===== src/rtl/rv32_pkg.sv =====
// Shared RV32I pipeline definitions: XLEN, bubble encoding, fetch FSM states,
// fetch fault codes and the IF/ID register layout.
package rv32_pkg;

    localparam int XLEN = 32;
    localparam logic [XLEN-1:0] NOP_INSTR = 32'h0000_0013;

    typedef enum logic [1:0] {
        FLT_NONE     = 2'b00,
        FLT_MISALIGN = 2'b01,
        FLT_RANGE    = 2'b10
    } fault_code_e;

    typedef enum logic {
        ST_RUN   = 1'b0,
        ST_FAULT = 1'b1
    } fetch_state_e;

    typedef struct packed {
        logic [XLEN-1:0] pc;
        logic [XLEN-1:0] instr;
        logic            valid;
    } if_id_t;

endpackage


===== src/rtl/pc_next_sel.sv =====
// Next-PC selection for the fetch stage, with redirect alignment and
// IMEM range checks. Purely combinational.
module pc_next_sel
    import rv32_pkg::*;
#(
    parameter int unsigned IMEM_WORDS = 1024
) (
    input  logic [XLEN-1:0] pc_i,
    input  logic            stall_i,
    input  logic            branch_taken_i,
    input  logic [XLEN-1:0] branch_target_i,
    output logic [XLEN-1:0] next_pc_o,
    output fault_code_e     fault_code_o
);

    localparam logic [XLEN-1:0] WORDS_W = XLEN'(IMEM_WORDS);

    logic [XLEN-1:0] word_idx;
    logic            out_of_range;
    logic            misaligned;

    assign word_idx     = {2'b00, pc_i[XLEN-1:2]};
    assign out_of_range = (word_idx >= WORDS_W);
    assign misaligned   = (branch_target_i[1:0] != 2'b00);

    // The range check only applies to sequential fetch; a redirect replaces the PC.
    always_comb begin
        next_pc_o    = pc_i;
        fault_code_o = FLT_NONE;
        if (branch_taken_i) begin
            next_pc_o = branch_target_i;
            if (misaligned) begin
                fault_code_o = FLT_MISALIGN;
            end
        end else if (stall_i) begin
            next_pc_o = pc_i;
        end else if (out_of_range) begin
            fault_code_o = FLT_RANGE;
        end else begin
            next_pc_o = pc_i + XLEN'(4);
        end
    end

endmodule


===== src/rtl/fetch_unit.sv =====
// RV32I instruction-fetch stage: owns the PC, reads IMEM combinationally and
// fills the IF/ID register; halts on misaligned redirects or out-of-range PC.
//
// state    | meaning
// ST_RUN   | fetching, honouring redirect and stall
// ST_FAULT | fetch halted with a sticky fault code, left only by reset
module fetch_unit
    import rv32_pkg::*;
#(
    parameter logic [XLEN-1:0] RESET_PC   = 32'h0000_0000,
    parameter int unsigned     IMEM_WORDS = 1024
) (
    input  logic            clk,
    input  logic            rst_n,
    input  logic            stall_i,
    input  logic            branch_taken_i,
    input  logic [XLEN-1:0] branch_target_i,
    output logic [XLEN-1:0] i_mem_addr_o,
    input  logic [XLEN-1:0] i_mem_rdata_i,
    output logic [XLEN-1:0] if_id_pc_o,
    output logic [XLEN-1:0] if_id_instr_o,
    output logic            if_id_valid_o,
    output logic            fault_o,
    output logic [1:0]      fault_code_o,
    output logic [XLEN-1:0] fetch_count_o
);

    localparam if_id_t BUBBLE = {{XLEN{1'b0}}, NOP_INSTR, 1'b0};

    fetch_state_e    state_q, state_d;
    logic [XLEN-1:0] pc_q, pc_d;
    if_id_t          if_id_q, if_id_d;
    fault_code_e     code_q, code_d;
    logic [XLEN-1:0] count_q, count_d;

    logic [XLEN-1:0] sel_next_pc;
    fault_code_e     sel_fault;

    pc_next_sel #(
        .IMEM_WORDS (IMEM_WORDS)
    ) u_pc_next_sel (
        .pc_i            (pc_q),
        .stall_i         (stall_i),
        .branch_taken_i  (branch_taken_i),
        .branch_target_i (branch_target_i),
        .next_pc_o       (sel_next_pc),
        .fault_code_o    (sel_fault)
    );

    always_ff @(posedge clk) begin
        if (!rst_n) begin
            state_q <= ST_RUN;
            pc_q    <= RESET_PC;
            if_id_q <= BUBBLE;
            code_q  <= FLT_NONE;
            count_q <= '0;
        end else begin
            state_q <= state_d;
            pc_q    <= pc_d;
            if_id_q <= if_id_d;
            code_q  <= code_d;
            count_q <= count_d;
        end
    end

    always_comb begin
        state_d = state_q;
        pc_d    = pc_q;
        if_id_d = if_id_q;
        code_d  = code_q;
        count_d = count_q;
        unique case (state_q)
            ST_RUN: begin
                if (branch_taken_i) begin
                    // Flush the wrong-path instruction; a misaligned target also halts.
                    pc_d    = sel_next_pc;
                    if_id_d = BUBBLE;
                    if (sel_fault == FLT_MISALIGN) begin
                        state_d = ST_FAULT;
                        code_d  = FLT_MISALIGN;
                    end
                end else if (!stall_i) begin
                    if (sel_fault == FLT_RANGE) begin
                        if_id_d = BUBBLE;
                        state_d = ST_FAULT;
                        code_d  = FLT_RANGE;
                    end else begin
                        if_id_d = {pc_q, i_mem_rdata_i, 1'b1};
                        pc_d    = sel_next_pc;
                        count_d = count_q + XLEN'(1);
                    end
                end
            end
            ST_FAULT: begin
                if_id_d.valid = 1'b0;
            end
            default: begin
                state_d = ST_RUN;
            end
        endcase
    end

    assign i_mem_addr_o  = pc_q;
    assign if_id_pc_o    = if_id_q.pc;
    assign if_id_instr_o = if_id_q.instr;
    assign if_id_valid_o = if_id_q.valid;
    assign fault_o       = (state_q == ST_FAULT);
    assign fault_code_o  = code_q;
    assign fetch_count_o = count_q;

endmodule

===== config.mk =====
export PLATFORM = sky130hd
export DESIGN_NAME = fetch_unit
export DESIGN_NICKNAME = d
export VERILOG_FILES = /design/src/rtl/rv32_pkg.sv /design/src/rtl/pc_next_sel.sv /design/src/rtl/fetch_unit.sv
export SDC_FILE = /design/constraint.sdc
export NUM_CORES = 1
export LEC_CHECK = 0
export ABC_AREA = 0
export BUFFER_PORTS_ARGS = -buffer_cell sky130_fd_sc_hd__buf_2
export CAP_MARGIN = 20
export CORE_UTILIZATION = 34
export DETAILED_ROUTE_END_ITERATION = 6
export PLACE_DENSITY = 0.7
export SYNTH_ARGS = -nofsm -noshare
export SYNTH_HDL_FRONTEND = slang
export SYNTH_SLANG_ARGS = --single-unit

===== constraint.sdc =====
create_clock -name clk -period 2.82 [get_ports clk]
set_input_delay 0.282 -clock clk [delete_from_list [all_inputs] [get_ports clk]]
set_output_delay 0.282 -clock clk [all_outputs]
set_load 0.01 [all_outputs]

Yosys cells after proc, flatten, opt, wreduce, memory -nomap -nowiden
Index checks and enable logic that the tools add are counted. Widths: inputs -> output; s select.

Add/subtract/negate cells: 2. Order comparisons: 1. Equality and inequality tests: 6. Mux-type cells: 22. Bitwise gates (word level): 4. Reductions and logical operators: 6.

Operators by type and width (number): $mux 65 (3); $mux 32 (5); $add 32x1->32 const B (1); $add 32x3->32 const B (1); $ge 30x11->1 const B (1); $mux 2 (7); $reduce_and 4->1 (2); $mux 1 (6); $ne 2x1->1 const B (2); $not 1->1 (4); $reduce_bool 2->1 (2); $ne 3x3->1 const B (1); $reduce_and 3->1 (1); $eq 2x1->1 const B (1); $eq 2x2->1 const B (1); $ne 2x2->1 const B (1); $pmux 1 s2 (1); $reduce_and 2->1 (1).

Bits in registers: 132. Output and inout bits: 132.

Logic depth before layout (Yosys ltp)
Depth after elaboration: 9. Gate-level depth with buffers: 8. Depth with buffers taken out: 6.

Hierarchy
A second synthesis with hierarchy kept.

Cell total of the unflattened synthesis: 646. Area, all modules: 5546.6 µm².

By module, submodules not included: fetch_unit (instances 1, cells an instance 550, area an instance 4824.6 µm²); pc_next_sel (instances 1, cells an instance 96, area an instance 721.9 µm²).

Worst setup path after synthesis
OpenSTA, ideal clock, no wires.

Path kind: register -> register. Start: register count_q[3], in the netlist fetch_count_o[3]. End: register count_q[28], in the netlist fetch_count_o[28]. Data arrival time: 2.308 ns. Required time: 2.750 ns. Setup slack: 0.442 ns. Cell stages (with the launch flop): 7. Buffers on the path: 1. Path through: dfxtp_1 nand4_2 or4_4 or4_4 buf_6 or4_1 a21oi_1.

Cells in the longest elaborated chain, start to end: 1.

Ends and longest elaborated chain: start, declared (RTL line fetch_unit.sv:34) `logic [XLEN-1:0] count_q, count_d;`; start signal, assigned (RTL line fetch_unit.sv:62) `count_q <= count_d;`; $add 32x1->32 (RTL line fetch_unit.sv:90) `count_d = count_q + XLEN'(1);`.

Every way passes these cells. A chain may end at the register's enable or synchronous reset.

Final worst setup path
Start: register count_q[4], in the netlist fetch_count_o[4]. End: register count_q[27], in the netlist fetch_count_o[27].

Same word-level chain as after synthesis.

==> impl_metrics.json <==
{
  "finalHoldViolations": 0,
  "die_w_um": 128,
  "synth-compound-area-share_pct": 21.1,
  "synth_top_flop_cell": "dfxtp_1",
  "cts_inserted_buffers": 17,
  "period_share_pct": 87.9,
  "final_core_util_pct": 47.1,
  "critPathKind": "reg -> reg",
  "setup_violations": 0,
  "drtIter0Drc": 314,
  "cts-root-buf": "clkbuf_16",
  "required_ns": 3.17,
  "synth_edf_count": 0,
  "synthTopCellsByArea": "dfxtp_1 (49%), a22oi_1 (7.0%), a21oi_1 (4.7%)",
  "synth_top_cell_area_share_pct": 49.3,
  "hold_path_class": "in -> reg",
  "synth-simple-area-share_pct": 22.7,
  "slew_headroom_pct": 55.6,
  "dp_hpwl_um": 10800,
  "dr.pass1.iters": 4,
  "antenna_found_initial": 3,
  "drc": 0,
  "tns_ns": 0,
  "ios": 200,
  "layout-drive-gt1-share_pct": 32.8,
  "area_growth_pct": 34.6,
  "grt-ovfl-total": 0,
  "synth_top_area_cell": "dfxtp_1",
  "place_congestion": 0.793,
  "clock_sinks": 132,
  "synth-adder-area-share_pct": 0.701,
  "core_area_um2": 15300,
  "rsz0062_at_grt": "false",
  "stdcell_count": 1023,
  "yosysSeqAreaShare_pct": 49.3,
  "cts_setup_buffers": 0,
  "cellLeakagePower_nw": 3.08,
  "via_per_inst": 5.28,
  "max_clock_freq_ghz": 0.403,
  "critPathLaunchType": "flop",
  "nFillCells": 1542,
  "synth_mux_area_share_pct": 1.17,
  "arrival_ns": 2.83,
  "fin_area_um2": 7210,
  "cts_tree": "yes",
  "grt_pass1_vias": 4775,
  "status": "completed",
  "synth_cells": 608,
  "die_area_um2": 16300,
  "dpl_cell_area_um2": 6600,
  "drv_cap": 0,
  "crit_fanout": 12,
  "synthXorXnorAreaFrac_pct": 0.491,
  "via_count": 5406,
  "ys_types": 45,
  "io_buffers": 199,
  "ctsLongestPathBuffers": 2,
  "worstSetupEndpointType": "flop",
  "fin_ws_ns": 0.341,
  "grtUsageTotal_pct": 19.8,
  "finClkSkew_ns": 0.00875,
  "tightest_slew_ns": 0.665,
  "grt_max_degree": 63,
  "ctsHtreeMaxLevel": 4,
  "synth_area_um2": 5360,
  "period_needed_ns": 2.48,
  "slew_viol_final": 0,
  "ant_nets": 0,
  "cellPowerDensity_nw_per_um2": 630,
  "synthArstFlopShare_pct": 0,
  "path_clk_slew_ns": 0.06,
  "ir_worst_vdd_mv": 0.397,
  "rr_worst_depth": 5,
  "yosysWarnings": 0,
  "finalWirelength_um": 16000,
  "nNetsFinal": 868,
  "synth_seq_cells": 132,
  "synth_nets": 679,
  "grt_first_pass_wirelength_um": 25200,
  "start_util_pct": 35.0,
  "whs_path_depth": 3,
  "ctsResizeCount": 0,
  "syn_avg_cell_area_um2": 8.81,
  "ctsHoldBuffers": 0,
  "die_y_um": 128,
  "row_count": 45,
  "place_ws_ns": 0.375,
  "synth_top_family_by_area": "simple AND/OR/NAND/NOR gates",
  "wl_per_cell_um": 15.6,
  "place_inst": 988,
  "clock_latency_ns": 0.42
}
-- worst max-delay path: stages, from the launching register on --
cell and delay, ns:
dfxtp_1 0.41, nand4_2 0.15, or4_4 0.58, or4_4 0.63, or4_1 0.49, a21oi_1 0.14
-- synthesized netlist by cell type, types with 5 or more instances --
cell	n
dfxtp_1	132
nor2_1	64
a21oi_1	50
a22oi_1	50
clkbuf_1	46
nand2_1	41
and3_1	27
or4_1	23
nand3_1	21
o31ai_1	21
o21ai_0	18
inv_1	14
nand4_1	13
or3_1	11
nor3_1	8
nor4_1	7
and4_1	5
o221a_2	5
-- area by class of cell --
cell class                 count  area [um^2]  share of cell area [%]
multi-input combinational    413         2480                    34.5
sequential                   132         2640                    36.7
antenna                        2         5.00                  0.0694
clock buffer                  19          443                    6.15
timing repair buffer         217         1160                    16.1
clock inverter                13          148                    2.05
inverter                      16         61.3                   0.851
tap                          211          264                    3.66
-- power breakdown --
| group | internal, W | switching (W) | leakage (nW) |
|---|---|---|---|
| Clock | 0.00134 | 0.000873 | 0.277 |
| Sequential | 0.00191 | 0.0000559 | 1.07 |
| Combinational | 0.000145 | 0.000226 | 1.74 |
| Total | 0.00339 | 0.00115 | 3.08 |
-- cells by family after synthesis --
family / count (synthesis)
AND/OR/NAND/NOR: 232
flip-flops: 132
adder cells (fa/ha/maj): 3
buffers and inverters: 63
multiplexers: 6
AO/OA/AOI/OAI: 169
XOR/XNOR: 3
-- flip-flops by register name, summed over array words and instances, names as in the netlist --
name           cells
fault_o            1
if_id_instr_o     32
fault_code_o       2
if_id_valid_o      1
i_mem_addr_o      32
fetch_count_o     32
if_id_pc_o        32
-- placed cells by master (no fill, tap or decap), types with 3 or more instances in the layout --
cell / count
a211oi_1: 3
a21oi_1: 50
a22oi_1: 50
a2bb2oi_1: 3
and2_1: 4
and3_1: 27
and4_1: 5
buf_2: 199
buf_4: 15
clkbuf_16: 17
clkinvlp_4: 4
dfxtp_1: 132
ha_1: 3
inv_1: 14
inv_6: 4
mux2i_1: 4
nand2_1: 41
nand3_1: 21
nand4_1: 13
nor2_1: 64
nor3_1: 7
nor4_1: 7
o21ai_0: 18
o221a_2: 5
o22ai_1: 4
o31ai_1: 21
or3_1: 11
or4_1: 23
xnor2_1: 3
-- layer usage --
layer	vias up	part of all wire (%)	GRT usage, %
met5	-	0.069	0
met4	2	1.1	7.42
met3	12	6.9	5.86
met2	174	46	31.5
met1	2575	45	25.4
li1	2643	-	-
-- worst paths after layout --
kind | slack [ns] | to | from
setup / recovery | 0.34 | fetch_count_o[27] | fetch_count_o[4]
hold reg to reg | 0.46 | if_id_instr_o[31] | if_id_instr_o[31]
hold / removal | 0.08 | if_id_instr_o[0] | i_mem_rdata_i[0]
setup reg to reg | 0.34 | fetch_count_o[27] | fetch_count_o[4]
-- metrics by stage --
stage | hold slack (ns) | total power [W]
2_1_floorplan | 0.406 | 0.00219
3_3_place_gp | 0.439 | 0.00236
3_5_place_dp | 0.458 | 0.00237
4_1_cts | 0.0598 | 0.00458
5_1_grt | 0.0771 | 0.00472
6_report | 0.0828 | 0.00454
Note: power is estimated with default switching activity, not from simulation.
